**src/rtl/i2s_pkg.sv**
```systemverilog
// Shared types for the I2S slave transmitter: FSM states, channel tags and the
// tagged FIFO entry (sample data is stored MSB-justified in a fixed-width field).
package i2s_pkg;

  localparam int I2S_MAX_W = 32;

  typedef enum logic [1:0] {IDLE, SHIFT, PAD} state_e;

  typedef enum logic {CH_L = 1'b0, CH_R = 1'b1} chan_e;

  typedef struct packed {
    chan_e                tag;
    logic [I2S_MAX_W-1:0] data;
  } entry_t;

  function automatic chan_e flip_ch(input chan_e c);
    return (c == CH_L) ? CH_R : CH_L;
  endfunction

endpackage

```
**src/rtl/i2s_tx_fifo.sv**
```systemverilog
// Synchronous FIFO of tagged samples. Pointers carry one extra wrap bit so full
// and empty are told apart without a separate counter.
module i2s_tx_fifo
  import i2s_pkg::*;
#(
  parameter int DEPTH = 4,
  localparam int AW = $clog2(DEPTH)
) (
  input  logic    Clk,
  input  logic    Rst_N,
  input  logic    push,
  input  logic    pop,
  input  entry_t  wr_entry,
  output entry_t  rd_entry,
  output logic    full,
  output logic    empty,
  output logic [AW:0] level
);

  entry_t      mem [DEPTH];
  logic [AW:0] wr_ptr;
  logic [AW:0] rd_ptr;

  always_ff @(posedge Clk) begin
    if (!Rst_N) begin
      wr_ptr <= '0;
      rd_ptr <= '0;
    end else begin
      if (push) wr_ptr <= wr_ptr + 1'b1;
      if (pop)  rd_ptr <= rd_ptr + 1'b1;
    end
  end

  // Storage is data-only: contents are don't-care until the pointers say otherwise.
  always_ff @(posedge Clk) begin
    if (push) mem[wr_ptr[AW-1:0]] <= wr_entry;
  end

  assign rd_entry = mem[rd_ptr[AW-1:0]];
  assign empty    = (wr_ptr == rd_ptr);
  assign full     = (wr_ptr[AW] != rd_ptr[AW]) && (wr_ptr[AW-1:0] == rd_ptr[AW-1:0]);
  assign level    = wr_ptr - rd_ptr;

endmodule

```
**src/rtl/i2s_tx_serializer.sv**
```systemverilog
// I2S slave transmitter: buffers channel-tagged samples and shifts them out MSB
// first, one SCLK after each LRCLK transition, padding the rest of the slot with 0.
module i2s_tx_serializer
  import i2s_pkg::*;
#(
  parameter int WIDTH      = 16,
  parameter int SLOT_BITS  = 32,
  parameter int FIFO_DEPTH = 4,
  parameter int MONO       = 0
) (
  input  logic                                Clk,
  input  logic                                Rst_N,
  input  logic [WIDTH-1:0]                    Data_In,
  input  logic                                Valid_In,
  input  logic                                Lrclk_In,
  output logic                                Sd_Out,
  output logic                                Underrun,
  output logic                                Overflow,
  output logic [$clog2(FIFO_DEPTH+1)-1:0]     Fifo_Level
);

  localparam int              CNT_W    = $clog2(SLOT_BITS);
  localparam logic [CNT_W-1:0] LAST_BIT = CNT_W'(WIDTH - 1);
  localparam int              MSB      = I2S_MAX_W - 1;

  state_e               state_q, state_d;
  logic [CNT_W-1:0]     bit_cnt_q;
  logic [I2S_MAX_W-1:0] shift_q;
  logic [I2S_MAX_W-1:0] copy_q, copy_d;
  logic [I2S_MAX_W-1:0] load_word;
  logic                 lrclk_q;
  logic                 sd_q, und_q, ovf_q;
  chan_e                wr_tag_q;
  chan_e                channel;
  logic                 chan_start, slot_go, load, shift_en, starve;
  logic                 pop, push_ok, ovf_d;
  entry_t               head, wr_entry;
  logic                 fifo_full, fifo_empty;

  assign chan_start = (Lrclk_In != lrclk_q);
  assign channel    = chan_e'(Lrclk_In);
  assign push_ok    = Valid_In && (!fifo_full || pop);
  assign ovf_d      = Valid_In && fifo_full && !pop;
  assign wr_entry   = '{tag: wr_tag_q, data: I2S_MAX_W'(Data_In) << (I2S_MAX_W - WIDTH)};

  i2s_tx_fifo #(.DEPTH(FIFO_DEPTH)) u_fifo (
    .Clk      (Clk),
    .Rst_N    (Rst_N),
    .push     (push_ok),
    .pop      (pop),
    .wr_entry (wr_entry),
    .rd_entry (head),
    .full     (fifo_full),
    .empty    (fifo_empty),
    .level    (Fifo_Level)
  );

  // Slot start decision: which word (if any) to load and whether the FIFO pops.
  always_comb begin
    state_d   = state_q;
    load      = 1'b0;
    pop       = 1'b0;
    starve    = 1'b0;
    load_word = '0;
    copy_d    = copy_q;
    slot_go   = chan_start && ((state_q != IDLE) || (channel == CH_L));
    shift_en  = (state_q == SHIFT) && !slot_go && (bit_cnt_q != LAST_BIT);
    if (slot_go) begin
      state_d = SHIFT;
      load    = 1'b1;
      if (MONO != 0) begin
        if (channel == CH_R) begin
          load_word = copy_q;
        end else if (!fifo_empty) begin
          pop       = 1'b1;
          load_word = head.data;
          copy_d    = head.data;
        end else begin
          starve = 1'b1;
          copy_d = '0;
        end
      end else if (!fifo_empty && (head.tag == channel)) begin
        pop       = 1'b1;
        load_word = head.data;
      end else begin
        starve = 1'b1;
      end
    end else if ((state_q == SHIFT) && (bit_cnt_q == LAST_BIT)) begin
      state_d = PAD;
    end
  end

  always_ff @(posedge Clk) begin
    lrclk_q <= Lrclk_In;
    if (!Rst_N) begin
      state_q   <= IDLE;
      bit_cnt_q <= '0;
      sd_q      <= 1'b0;
      und_q     <= 1'b0;
      ovf_q     <= 1'b0;
      wr_tag_q  <= CH_L;
      copy_q    <= '0;
    end else begin
      state_q <= state_d;
      und_q   <= starve;
      ovf_q   <= ovf_d;
      copy_q  <= copy_d;
      if (push_ok && (MONO == 0)) wr_tag_q <= flip_ch(wr_tag_q);
      if (load) begin
        bit_cnt_q <= '0;
        sd_q      <= load_word[MSB];
      end else if (shift_en) begin
        bit_cnt_q <= bit_cnt_q + 1'b1;
        sd_q      <= shift_q[MSB];
      end else begin
        sd_q <= 1'b0;
      end
    end
  end

  // Shifter holds the bits still to be sent after the one currently on Sd_Out.
  always_ff @(posedge Clk) begin
    if (load)          shift_q <= load_word << 1;
    else if (shift_en) shift_q <= shift_q << 1;
  end

  assign Sd_Out   = sd_q;
  assign Underrun = und_q;
  assign Overflow = ovf_q;

endmodule

```
**config.mk**
```make
export PLATFORM = sky130hd
export DESIGN_NAME = i2s_tx_serializer
export DESIGN_NICKNAME = d
export VERILOG_FILES = /design/src/rtl/i2s_pkg.sv /design/src/rtl/i2s_tx_fifo.sv /design/src/rtl/i2s_tx_serializer.sv
export SDC_FILE = /design/constraint.sdc
export NUM_CORES = 1
export LEC_CHECK = 0
export CORE_ASPECT_RATIO = 0.5
export CORE_UTILIZATION = 58
export CTS_CLUSTER_DIAMETER = 60
export DETAILED_ROUTE_END_ITERATION = 8
export PLACE_DENSITY_LB_ADDON = 0.12
export RECOVER_POWER = 25
export SYNTH_ARGS = -nofsm -noshare
export SYNTH_HDL_FRONTEND = slang
export SYNTH_SLANG_ARGS = --single-unit
```
**constraint.sdc**
```tcl
create_clock -name Clk -period 3.6 [get_ports Clk]
set_input_delay 0.72 -clock Clk [delete_from_list [all_inputs] [get_ports Clk]]
set_output_delay 0.72 -clock Clk [all_outputs]
set_load 0.01 [all_outputs]
```
==> impl_metrics.ini <==
[place]
gp_routability_congestion = 0.7248
io_buffer_count = 25
dp.final_hpwl_um = 4475

[timing]
timing.max_slew.rel_slack = 0.5343
period_minus_slack_ps = 2859
finalSetupTns_ps = 0
fin_worst_skew_ps = 6.038
timing.final.hold_violations = 0
setup_violations = 0
timing_worst_slew_pin_value_ps = 698.6
fin_hold_ws_ps = 477.7
period_share = 0.7943
setup_repair_after_global_routing_missed_its_margin = false
max_clock_freq_mhz = 349.7
slew_viol_final = 0

[synthesis]
synthCells = 237
synth.lib_cells_used.distinct = 38
synth_sequential_area_ratio = 0.6960
yosys_most_used_dff = edfxtp_1
yosys_register_bits = 103
synth_area_sq_um = 4156
netlist.area_leader.share = 0.5996
post_synth_edffs = 83
avgSynthCellArea_sq_um = 17.54
synth_top_cells_by_area = edfxtp_1, dfxtp_1, mux4_2
nets_in_the_synthesized_netlist = 267
ys.warnings.count = 0
synth-async-reset-ratio = 0
synth_largest_area_cell = edfxtp_1

[finish]
fillers = 441
layout_common_cells = edfxtp_1, dfxtp_1, a22o_1, clkdlybuf4s50_1
design.final.nets = 301
n_antenna_cell = 0
mostFrequentLayoutCell = edfxtp_1
synthToLayoutAreaGrowth_pct = 15.50
post_route_cells_drive_above_1_share = 0.1413

[worst_hold_path]
hold_path_class = flop to flop

[critical_path]
cpLargestDelayFamily = buffers and inverters
rrSetupSlack_ps = 970
slowest_delay_ps = 560
path_depth = 5
critical_path.cell_chain = inv_1 > ha_1 > fa_1 > xnor2_1 > clkdlybuf4s50_1
critical_path_peak_fanout = 4
timing.critical_path.from = u_fifo.wr_ptr[0]$_SDFFE_PN0P_
worst-r2r-cell-count = 6
critPathRequiredTime_ps = 2880
worstReg2RegEnd = u_fifo.mem[2][11]$_DFFE_PP_
timing.critical_path.to = Fifo_Level[2]
critPathSlowestCell = clkdlybuf4s50_1
critical_path_class = flop to output port
worstPathArrival_ps = 2140
worstSetupEndpointType = output port
worstPathBufferInverterCount = 2
setup.worst_path.start_class = flop

[clocking]
clk_root_buffer_cell = clkbuf_16
cts_max_level = 3
clkSlewWorstSetupHoldPaths_ps = 70
cts_inserted_buffers = 9
post_cts.repair.setup_buffers = 0
cts_hold_buffers = 0
cts_tree = built
clockBufferDepth = 2
cts.repair.resized = 0
clock_sinks = 103
clock_latency_ps = 340

[floorplanning]
ios = 26
die_y_um = 61.86
die-area_sq_um = 7530
fp-row-count = 21
start_util = 0.6108
die_width_um = 121.7
coreArea_sq_um = 6805

[job]
max_cap_violations = 0

[detailed_routing]
wire_per_inst_um = 18.98
dr_wl_met3_um = 537
first_pass_iters = 4
total_number_of_vias = 2109
post-route-drc-count = 0
detail_route.iter0.violations = 148
drtAntennaViolNets = 0
m1WireLength_um = 3248
met2_wirelength_um = 3130
vias_per_cell = 5.731
postRouteWirelength_um = 6986
route.top_layer_used = met4

[outcome]
run_status = complete, no violations

[global_route]
grt_first_pass_wirelength_um = 10520
grt_pass1_vias = 1940
grt_max_degree = 27
grtUsageTotal = 0.2079
globalRoute.totalOverflow = 0
grt_antenna_before_repair = 0

[pwr]
design_power_total_mw = 2.534
pwr_cell_area_nw_per_um2 = 527.8
leakagePower_nw = 1.655
ir_worst_vdd_mv = 0.3539
## worst min-delay path, cell delays in order (launching register included)
cell and delay [ps]:
dfxtp_1 320, nand2_1 60, a21oi_1 50
## per-stage QoR
step | utilization | std cells | worst slack (ps) | cell area (sq um)
after floorplan | - | 237 | 989.6 | 4156
after global placement | 0.6663 | 352 | 553.1 | 4534
after detailed placement | 0.6663 | 352 | 510.7 | 4534
after CTS | 0.7055 | 368 | 728.4 | 4801
after global routing | 0.7055 | 368 | 635.2 | 4801
final | 0.7055 | 368 | 740.6 | 4801
## registers in the layout (all words and copies together), names as in the netlist, named ones only
| signal | cells |
|---|---|
| u_fifo.mem | 68 |
| Sd_Out | 1 |
| state_q | 2 |
| Overflow | 1 |
| lrclk_q | 1 |
| bit_cnt_q | 5 |
| u_fifo.wr_ptr | 3 |
| u_fifo.rd_ptr | 3 |
| shift_q | 15 |
| wr_tag_q | 1 |
| Underrun | 1 |
## final cells by class
type                       count  area [sq um]  area share
clock inverter                 6         37.54    0.007819
sequential                   103          2893      0.6026
clock buffer                  10         229.0     0.04769
multi-input combinational    115          1182      0.2463
tap                           92         115.1     0.02398
inverter                       9         33.78    0.007037
timing repair buffer          33         310.3     0.06463
## kinds of logic (layout without fill, tap and decap cells)
logic type	count (synthesis)	after routing	synth area share
AOI/OAI and AO/OA	37	37	0.07345
adders and majority gates	10	10	0.03191
and+or+nand+nor	40	40	0.05328
DFF	103	103	0.6960
buffers and inverters	19	58	0.01956
muxes	22	22	0.1087
xor gates and xnor gates	6	6	0.01716
## cells in the mapped netlist (all sizes together), types with 3 or more instances
cell type	n
a21oi	9
a22o	14
and2	4
buf	4
clkbuf	6
dfxtp	20
edfxtp	83
ha	9
inv	9
mux2i	5
mux4	17
nand2	12
nand2b	6
nand3	4
nand4	3
nor2	4
o21ai	4
xnor2	3
xor2	3
## worst min-delay path by stage
stage / startpoint / to / slack, ps / cells past startpoint
after CTS: bit_cnt_q[1]$_SDFFE_PP0P_ / bit_cnt_q[1]$_SDFFE_PP0P_ / 480 / 2
after global placement: bit_cnt_q[3]$_SDFFE_PP0P_ / bit_cnt_q[3]$_SDFFE_PP0P_ / 460 / 2
final: bit_cnt_q[1]$_SDFFE_PP0P_ / bit_cnt_q[1]$_SDFFE_PP0P_ / 480 / 2
after global routing: bit_cnt_q[3]$_SDFFE_PP0P_ / bit_cnt_q[3]$_SDFFE_PP0P_ / 500 / 2
after floorplan: bit_cnt_q[1]$_SDFFE_PP0P_ / bit_cnt_q[1]$_SDFFE_PP0P_ / 450 / 2
after detailed placement: bit_cnt_q[1]$_SDFFE_PP0P_ / bit_cnt_q[1]$_SDFFE_PP0P_ / 470 / 2
## per-layer routing
| metal | GRT usage | vias up |
|---|---|---|
| met5 | 0 | - |
| met4 | 0.06349 | 0 |
| met3 | 0.07938 | 8 |
| met2 | 0.3141 | 58 |
| met1 | 0.2860 | 1045 |
| li1 | - | 998 |
## report_power, final
group	leakage [nW]	internal, mW	switching [mW]
Clock	0.122	0.464	0.400
Sequential	0.939	1.38	0.0267
Combinational	0.594	0.116	0.150
Total	1.66	1.96	0.576
Note: power is estimated with default switching activity, not from simulation.
